[config.mk]
export PLATFORM = sky130hd
export DESIGN_NAME = axi4_lite_clint
export DESIGN_NICKNAME = d
export VERILOG_FILES = /design/src/rtl/axi4_lite_clint.sv
export SDC_FILE = /design/constraint.sdc
export NUM_CORES = 1
export LEC_CHECK = 0
export ABC_AREA = 1
export BUFFER_PORTS_ARGS = -buffer_cell sky130_fd_sc_hd__buf_2
export CELL_PAD_IN_SITES_DETAIL_PLACEMENT = 1
export CELL_PAD_IN_SITES_GLOBAL_PLACEMENT = 1
export CORE_MARGIN = 2
export CORE_UTILIZATION = 43
export CTS_BUF_LIST = sky130_fd_sc_hd__clkbuf_16
export DETAILED_ROUTE_END_ITERATION = 8
export GPL_ROUTABILITY_DRIVEN = 1
export PLACE_DENSITY = 0.9
export SYNTH_ARGS = -nofsm -noshare
export SYNTH_HDL_FRONTEND = slang
export SYNTH_SLANG_ARGS = --single-unit
[constraint.sdc]
create_clock -name clk -period 3 [get_ports clk]
set_clock_uncertainty 0.05 [all_clocks]
set_input_delay 0.15 -clock clk [delete_from_list [all_inputs] [get_ports clk]]
set_output_delay 0.15 -clock clk [all_outputs]
set_load 0.02 [all_outputs]
[src/rtl/axi4_lite_clint.sv]
// AXI4-lite machine timer (CLINT-style): free-running 64-bit mtime, 64-bit mtimecmp,
// registered timer_irq. Independent read and write response FSMs with programmable latency.
module axi4_lite_clint #(
  parameter logic [31:0] BASE_ADDR = 32'h0200_0000,
  parameter int unsigned R_DELAY   = 1,
  parameter int unsigned W_DELAY   = 1,
  parameter int unsigned CNT_DIV   = 1
) (
  input  logic        clk,
  input  logic        rst,
  input  logic        ARVALID,
  output logic        ARREADY,
  input  logic [31:0] ARADDR,
  output logic        RVALID,
  input  logic        RREADY,
  output logic [31:0] RDATA,
  output logic [1:0]  RRESP,
  input  logic        AWVALID,
  output logic        AWREADY,
  input  logic [31:0] AWADDR,
  input  logic        WVALID,
  output logic        WREADY,
  input  logic [31:0] WDATA,
  input  logic [3:0]  WSTRB,
  output logic        BVALID,
  input  logic        BREADY,
  output logic [1:0]  BRESP,
  output logic        timer_irq
);

  // state  | meaning
  // R_IDLE | ARREADY high, waiting for a read address
  // R_WAIT | counting down the read latency
  // R_RESP | RVALID high, RDATA/RRESP frozen until RREADY
  // W_IDLE | collecting AW and W (any order), ready drops per channel once captured
  // W_WAIT | counting down the write latency
  // W_RESP | BVALID high until BREADY; registers were updated on entry

  localparam int PW = (CNT_DIV > 1) ? $clog2(CNT_DIV) : 1;

  typedef enum logic [1:0] {R_IDLE, R_WAIT, R_RESP} rd_state_t;
  typedef enum logic [1:0] {W_IDLE, W_WAIT, W_RESP} wr_state_t;

  rd_state_t   rd_state;
  logic [3:0]  rd_cnt;
  logic [31:0] araddr_q;

  wr_state_t   wr_state;
  logic [3:0]  wr_cnt;
  logic        aw_got;
  logic        w_got;
  logic [31:0] awaddr_q;
  logic [31:0] wdata_q;
  logic [3:0]  wstrb_q;

  logic        aw_take;
  logic        w_take;
  logic        aw_have;
  logic        w_have;
  logic [31:0] wr_addr;
  logic [31:0] wr_data;
  logic [3:0]  wr_strb;
  logic [31:0] wr_off;
  logic        wr_hit;
  logic        wr_commit;

  logic [63:0]   mtime;
  logic [63:0]   mtimecmp;
  logic [63:0]   mtime_nxt;
  logic [63:0]   mtimecmp_nxt;
  logic [PW-1:0] presc;
  logic          tick;

  function automatic logic [31:0] merge(input logic [31:0] old, input logic [31:0] data,
                                        input logic [3:0] strb);
    logic [31:0] res;
    res = old;
    for (int i = 0; i < 4; i++) begin
      if (strb[i]) res[8*i +: 8] = data[8*i +: 8];
    end
    return res;
  endfunction

  // Returns {resp, data} for a read snapshot of the current register values.
  function automatic logic [33:0] rd_lookup(input logic [31:0] addr);
    logic [31:0] off;
    logic [33:0] res;
    off = addr - BASE_ADDR;
    res = {2'b11, 32'h0};
    if (off < 32'd16) begin
      case (off[3:2])
        2'd0:    res = {2'b00, mtime[31:0]};
        2'd1:    res = {2'b00, mtime[63:32]};
        2'd2:    res = {2'b00, mtimecmp[31:0]};
        default: res = {2'b00, mtimecmp[63:32]};
      endcase
    end
    return res;
  endfunction

  // AW/W may be accepted on the same edge that the write commits, so address and
  // data come from the channel inputs until they have been latched.
  always_comb begin
    aw_take   = AWREADY && AWVALID;
    w_take    = WREADY && WVALID;
    aw_have   = aw_got || aw_take;
    w_have    = w_got || w_take;
    wr_addr   = aw_got ? awaddr_q : AWADDR;
    wr_data   = w_got ? wdata_q : WDATA;
    wr_strb   = w_got ? wstrb_q : WSTRB;
    wr_off    = wr_addr - BASE_ADDR;
    wr_hit    = wr_off < 32'd16;
    wr_commit = 1'b0;
    case (wr_state)
      W_IDLE:  wr_commit = aw_have && w_have && (W_DELAY == 0);
      W_WAIT:  wr_commit = (wr_cnt == 4'd1);
      default: wr_commit = 1'b0;
    endcase
  end

  always_comb begin
    tick         = (presc == PW'(CNT_DIV - 1));
    mtime_nxt    = tick ? mtime + 64'd1 : mtime;
    mtimecmp_nxt = mtimecmp;
    if (wr_commit && wr_hit) begin
      case (wr_off[3:2])
        2'd0:    mtime_nxt    = {mtime[63:32], merge(mtime[31:0], wr_data, wr_strb)};
        2'd1:    mtime_nxt    = {merge(mtime[63:32], wr_data, wr_strb), mtime[31:0]};
        2'd2:    mtimecmp_nxt = {mtimecmp[63:32], merge(mtimecmp[31:0], wr_data, wr_strb)};
        default: mtimecmp_nxt = {merge(mtimecmp[63:32], wr_data, wr_strb), mtimecmp[31:0]};
      endcase
    end
  end

  always_ff @(posedge clk) begin
    if (!rst) begin
      mtime     <= 64'd0;
      mtimecmp  <= 64'hFFFF_FFFF_FFFF_FFFF;
      presc     <= '0;
      timer_irq <= 1'b0;
    end else begin
      mtime     <= mtime_nxt;
      mtimecmp  <= mtimecmp_nxt;
      presc     <= tick ? '0 : presc + PW'(1);
      timer_irq <= (mtime >= mtimecmp);
    end
  end

  always_ff @(posedge clk) begin
    if (!rst) begin
      rd_state <= R_IDLE;
      rd_cnt   <= 4'd0;
      araddr_q <= 32'd0;
      ARREADY  <= 1'b1;
      RVALID   <= 1'b0;
      RDATA    <= 32'd0;
      RRESP    <= 2'b00;
    end else begin
      case (rd_state)
        R_IDLE: begin
          if (ARVALID) begin
            araddr_q <= ARADDR;
            ARREADY  <= 1'b0;
            if (R_DELAY == 0) begin
              {RRESP, RDATA} <= rd_lookup(ARADDR);
              RVALID         <= 1'b1;
              rd_state       <= R_RESP;
            end else begin
              rd_cnt   <= 4'(R_DELAY);
              rd_state <= R_WAIT;
            end
          end
        end
        R_WAIT: begin
          if (rd_cnt == 4'd1) begin
            {RRESP, RDATA} <= rd_lookup(araddr_q);
            RVALID         <= 1'b1;
            rd_state       <= R_RESP;
          end else begin
            rd_cnt <= rd_cnt - 4'd1;
          end
        end
        R_RESP: begin
          if (RREADY) begin
            RVALID   <= 1'b0;
            ARREADY  <= 1'b1;
            rd_state <= R_IDLE;
          end
        end
        default: rd_state <= R_IDLE;
      endcase
    end
  end

  always_ff @(posedge clk) begin
    if (!rst) begin
      wr_state <= W_IDLE;
      wr_cnt   <= 4'd0;
      aw_got   <= 1'b0;
      w_got    <= 1'b0;
      awaddr_q <= 32'd0;
      wdata_q  <= 32'd0;
      wstrb_q  <= 4'd0;
      AWREADY  <= 1'b1;
      WREADY   <= 1'b1;
      BVALID   <= 1'b0;
      BRESP    <= 2'b00;
    end else begin
      case (wr_state)
        W_IDLE: begin
          if (aw_take) begin
            awaddr_q <= AWADDR;
            aw_got   <= 1'b1;
            AWREADY  <= 1'b0;
          end
          if (w_take) begin
            wdata_q <= WDATA;
            wstrb_q <= WSTRB;
            w_got   <= 1'b1;
            WREADY  <= 1'b0;
          end
          if (aw_have && w_have) begin
            if (W_DELAY == 0) begin
              BVALID   <= 1'b1;
              BRESP    <= wr_hit ? 2'b00 : 2'b11;
              wr_state <= W_RESP;
            end else begin
              wr_cnt   <= 4'(W_DELAY);
              wr_state <= W_WAIT;
            end
          end
        end
        W_WAIT: begin
          if (wr_cnt == 4'd1) begin
            BVALID   <= 1'b1;
            BRESP    <= wr_hit ? 2'b00 : 2'b11;
            wr_state <= W_RESP;
          end else begin
            wr_cnt <= wr_cnt - 4'd1;
          end
        end
        W_RESP: begin
          if (BREADY) begin
            BVALID   <= 1'b0;
            AWREADY  <= 1'b1;
            WREADY   <= 1'b1;
            aw_got   <= 1'b0;
            w_got    <= 1'b0;
            wr_state <= W_IDLE;
          end
        end
        default: wr_state <= W_IDLE;
      endcase
    end
  end

endmodule

# Word-level counts from Yosys, hierarchy flattened

Index checks and enable logic that the tools add are counted.

Register bits: 285
Input port bits: 107
Output and inout bits: 42

Add/subtract/negate cells: 6
Order comparisons: 3
Equality and inequality tests: 30
Multiplexer cells: 47
Bitwise operators: 2
Reduce and logical (&&, ||, !) cells: 48

Operators by type and width:

| operator                                            | number |
|---|---|
| case mux 64 bit (2 select lines)                    | 2 |
| two-way mux 64 bit                                  | 2 |
| case mux 32 bit (3 select lines)                    | 1 |
| adder 64 x 1 -> 64 bit, second input constant       | 1 |
| >= comparator 64 bit                                | 1 |
| < comparator 32 x 5 -> 1 bit, second input constant | 2 |
| two-way mux 32 bit                                  | 2 |
| subtractor 32 x 26 -> 32 bit, second input constant | 2 |
| two-way mux 34 bit                                  | 1 |
| two-way mux 8 bit                                   | 4 |
| AND reduction 4 bit                                 | 8 |
| AND reduction 2 bit                                 | 14 |
| AND reduction 3 bit                                 | 9 |
| inequality test 2 bit, second input constant        | 12 |
| inequality test 3 bit, second input constant        | 8 |
| two-way mux 4 bit                                   | 5 |
| case mux 4 bit (2 select lines)                     | 2 |
| two-way mux 2 bit                                   | 7 |
| case mux 1 bit (2 select lines)                     | 7 |
| two-way mux 1 bit                                   | 12 |
| case mux 2 bit (3 select lines)                     | 2 |
| nonzero test 2 bit                                  | 6 |
| equality test 2 x 1 -> 1 bit, second input constant | 4 |
| equality test 2 bit, second input constant          | 4 |
| other kinds (8)                                     | 18 |

# Logic depth before layout (Yosys ltp)

Depth after elaboration: 6
Depth in mapped cells: 17
Depth with buffers taken out: 15

# Worst setup path after synthesis

No wires, ideal clock.

Path type: register to register
Start point: register aw_got
End point: register mtimecmp[5]
Arrival time: 2.036 ns
Data required time: 2.820 ns
Setup slack: 0.784 ns
Stages on the path, launching flop included: 15
Clock period less this slack: 2.216 ns
Cell sequence: dfxtp_1 buf_6 buf_4 mux2i_1 ha_1 nand3b_1 nand2_1 nand2_1 nor2_4 nand2_4 nor2_1 nand2_2 buf_6 a21oi_1 o21ai_0

Longest elaborated chain between the ends: 6

RTL lines:

| what                                                                                 | RTL line | text |
|---|---|---|
| from (decl)                                                                          | 50       | `logic aw_got;` |
| from (signal assigned)                                                               | 199      | `aw_got <= 1'b0;` |
| from (signal assigned)                                                               | 213      | `aw_got <= 1'b1;` |
| from (signal assigned)                                                               | 247      | `aw_got <= 1'b0;` |
| two-way mux 32 bit (*)                                                               | 108      | `wr_addr = aw_got ? awaddr_q : AWADDR;` |
| subtractor 32 x 26 -> 32 bit (*)                                                     | 111      | `wr_off = wr_addr - BASE_ADDR;` |
| parallel branches: the longest is 3 deep, another holds < comparator 32 x 5 -> 1 bit | n/a      |  |
| AND reduction 4 bit (no line) (*)                                                    | n/a      |  |
| to (signal assigned)                                                                 | 143      | `mtimecmp <= mtimecmp_nxt;` |
| to (decl)                                                                            | 68       | `logic [63:0] mtimecmp;` |

Every way passes the cells marked *.
A chain may end at the register's enable or synchronous reset.

# Worst setup path after layout

Start point: register aw_got
End point: register mtime[0]

Longest elaborated chain between the ends: 6

RTL lines:

| what                                                                            | RTL line | text |
|---|---|---|
| two-way mux 32 bit (*)                                                          | 108      |  |
| subtractor 32 x 26 -> 32 bit (*)                                                | 111      |  |
| < comparator 32 x 5 -> 1 bit                                                    | 112      | `wr_hit = wr_off < 32'd16;` |
| logical AND 1 bit                                                               | 125      | `if (wr_commit && wr_hit) begin` |
| inequality test 3 bit (no line) / inequality test 2 bit (equally long branches) | n/a      |  |
| AND reduction 2 bit (no line)                                                   | n/a      |  |
| to (signal assigned)                                                            | 142      | `mtime <= mtime_nxt;` |
| to (decl)                                                                       | 67       | `logic [63:0] mtime;` |

Every way passes the cells marked *; elsewhere a longest branch is shown, timed or not.

==> flow_metrics.env <==
export IMPL_dieWidth_um=199
export IMPL_core_area_sq_um=37600
export IMPL_synth_cells=2549
export IMPL_grtUsageTotal=0.396
export IMPL_synthArstFlopShare=0
export IMPL_period_needed_ns=3.02
export IMPL_areaGrowthSynthToFinish_pct=21.9
export IMPL_start_kind="register"
export IMPL_dr_pass1_iters=6
export IMPL_p_sw_frac=0.336
export IMPL_synth_ff_type="dfxtp_1"
export IMPL_postSynthAreaPerCell_sq_um=6.43
export IMPL_clk_latency_ns=0.58
export IMPL_min_from="rst"
export IMPL_drtIter0Drc=2129
export IMPL_root_buffer="clkbuf_16"
export IMPL_yosys_top_cells_count="nand2_1 (579), nor2_1 (416), dfxtp_1 (279), inv_1 (267), o21ai_0 (227)"
export IMPL_clk_pin_slew_worst_paths_ns=0.07
export IMPL_cts_tree="yes"
export IMPL_via_per_inst=6.01
export IMPL_antenna_found_initial=10
export IMPL_drc_errors=0
export IMPL_port_buffers=144
export IMPL_stdcell_count=3327
export IMPL_yosysWarnings=0
export IMPL_required_ns=3.45
export IMPL_r2r_end="mtime[0]"
export IMPL_syn_area_sq_um=16400
export IMPL_dpl_hpwl_um=48700
export IMPL_setup_violations=4
export IMPL_holdPathEnd="wr_state[1]"
export IMPL_synth_area_leaders="dfxtp_1 (34%), nand2_1 (13%), nor2_1 (9.5%), o21ai_0 (6.9%), a21oi_1 (6.3%)"
export IMPL_cts_setup_buffers=0
export IMPL_fmax_mhz=331
export IMPL_cp_end_kind="register"
export IMPL_ir_worst_vdd_mv=0.490
export IMPL_critPathArrivalTime_ns=3.47
export IMPL_final_nets=2958
export IMPL_maxCapViolations=0
export IMPL_p_int_mw=7.20
export IMPL_tightest_slew_ns=1.19
export IMPL_crit_start="aw_got"
export IMPL_drive_above_1_share=0.114
export IMPL_crit_path_max_fanout=12
export IMPL_hold_viol=0
export IMPL_grt_max_degree=149
export IMPL_ant_nets=0
export IMPL_wl_per_cell_um=24.0
export IMPL_synth_seq_cells=279
export IMPL_die_area_sq_um=39700
export IMPL_htree_levels=2
export IMPL_die_h_um=199
export IMPL_synth_top_area_share=0.341
export IMPL_cts_sinks=279
export IMPL_yosysMostFrequentCell="nand2_1"
export IMPL_status="finished, violations left"
export IMPL_setup_tns_ns=-0.0527
export IMPL_place_congestion=1.03
export IMPL_num_vias=20000
export IMPL_clock_power_share=0.415
export IMPL_violations="setup timing"
export IMPL_final_period_utilization=1.01
export IMPL_worstReg2RegStart="aw_got"
export IMPL_grt_pass1_wl_um=120000
export IMPL_combPwrFrac=0.200
export IMPL_cts_buffers_inserted=34
export IMPL_slew_headroom=0.201
export IMPL_synth_edf_count=0
export IMPL_start_util=0.436
export IMPL_switchingPower_mw=3.64
export IMPL_place_inst=3156
export IMPL_cts_path_max_buffers=3
export IMPL_finalMaxSlewViolations=0
export IMPL_p_leak_nw=9.36
export IMPL_synth_cell_type_count=56
export IMPL_grt_overflow=0
export IMPL_layout_setup_ws_ns=-0.0200
export IMPL_grt_pass1_vias=20800
export IMPL_hold_depth=3
export IMPL_syn_num_nets=2727
export IMPL_rows=71
export IMPL_pwr_share_seq=0.385
export IMPL_drt_wl_total_um=79800
export IMPL_ys_seq_area_frac=0.341
export IMPL_critPathKind="reg2reg"
export IMPL_reg2regPathDepth=14
export IMPL_io_pins=149
export IMPL_yosysTopAreaCell="dfxtp_1"
export IMPL_p_per_area_nw_per_um2=542
export IMPL_hold_path_class="in2reg"
export IMPL_holdWs_ns=0.0717
export IMPL_reg2reg_slack_ns=-0.02
==> per-layer routing <==
metal / global-route usage / part of all wire / up-vias
li1: - / - / 8731
met1: 0.469 / 0.38 / 9571
met2: 0.654 / 0.45 / 1268
met3: 0.0839 / 0.096 / 414
met4: 0.253 / 0.077 / 0
met5: 0 / 0 / -
==> cell usage in the layout (no fill, tap or decap), drive strengths merged, types with 16 or more instances in the layout <==
cell type,instances
a21oi,209
buf,205
clkbuf,37
dfxtp,279
dlygate4sd3,98
ha,71
inv,280
nand2,584
nand3,149
nand4,33
nor2,438
nor3,25
o2111ai,16
o21ai,259
or2,19
xor2,20
==> worst max-delay path, stage by stage, from the launching register on <==
cell and delay [ns]:
dfxtp_1 0.54, nand2_1 0.15, inv_1 0.14, nor2_1 0.09, ha_1 0.33, inv_1 0.07
nor2_1 0.12, nand2_1 0.10, nor2_4 0.15, nand2_4 0.15, nor2_8 0.33, o21ai_2 0.25
nor2_1 0.20, o21ai_0 0.13, inv_1 0.14
==> sequential cells by signal, indices dropped and copies added, names as in the netlist, 4 cells and up <==
| signal | flops |
|---|---|
| awaddr_q | 30 |
| wdata_q | 32 |
| mtime | 64 |
| wstrb_q | 4 |
| rd_cnt | 4 |
| mtimecmp | 64 |
| araddr_q | 30 |
| RDATA | 32 |
| wr_cnt | 4 |
==> through the flow <==
| step | worst slack (ns) | instance area (sq um) | utilization | total power, mW |
|---|---|---|---|---|
| 2_1_floorplan | 0.784 | 16400 | - | 5.28 |
| 3_3_place_gp | 0.318 | 17800 | 0.474 | 5.85 |
| 3_5_place_dp | 0.194 | 17800 | 0.474 | 5.96 |
| 4_1_cts | 0.131 | 19900 | 0.530 | 10.4 |
| 5_1_grt | -0.114 | 20000 | 0.532 | 11.1 |
| 6_report | -0.0200 | 20000 | 0.532 | 10.8 |
==> timing repair <==
| item | in CTS | in global routing |
|---|---|---|
| hold endpoints to repair | 105 | 0 |
| endpoints found under the setup margin | 0 | 23 |
| hold buffers | 98 | 0 |
| resized for setup | 0 | 5 |
==> final cells by class <==
cell class / count / area, sq um
Timing Repair Buffer: 303 / 2240
Antenna cell: 12 / 30.0
Sequential cell: 279 / 5590
Inverter: 273 / 1030
Clock buffer: 37 / 926
Clock inverter: 23 / 226
Fill cell: 5049 / 17600
Tap cell: 511 / 639
Multi-Input combinational cell: 1889 / 9300
==> worst max-delay path by stage <==
stage	cells after the start	slack, ns	end
floorplan	14	0.78	mtimecmp[5]
global placement	9	0.32	mtimecmp[9]
detailed placement	9	0.19	mtimecmp[15]
CTS	9	0.13	mtimecmp[14]
global route	15	-0.11	mtime[56]
finish	14	-0.02	mtime[0]
==> power by group through the flow <==
| stage | clock [mW] | combinational [mW] | sequential, mW |
|---|---|---|---|
| floorplan | 0 | 1.14 | 4.14 |
| global placement | 0 | 1.69 | 4.16 |
| detailed placement | 0 | 1.78 | 4.18 |
| CTS | 4.37 | 1.92 | 4.11 |
| global route | 4.62 | 2.27 | 4.19 |
| finish | 4.50 | 2.16 | 4.17 |
==> cell families (layout without fill, tap and decap cells) <==
kind of cell               after synthesis  count (layout)  share of synthesized area
buffers and inverters                  382             636                     0.0938
adders and majority gates               71              71                     0.0542
DFF                                    279             279                      0.341
muxes                                   10              10                    0.00611
and+or+nand+nor                       1275            1276                      0.327
xor gates and xnor gates                23              23                     0.0123
AOI/OAI and AO/OA                      508             508                      0.165
other                                    1              13                   0.000229
Note: power is estimated with default switching activity, not from simulation.
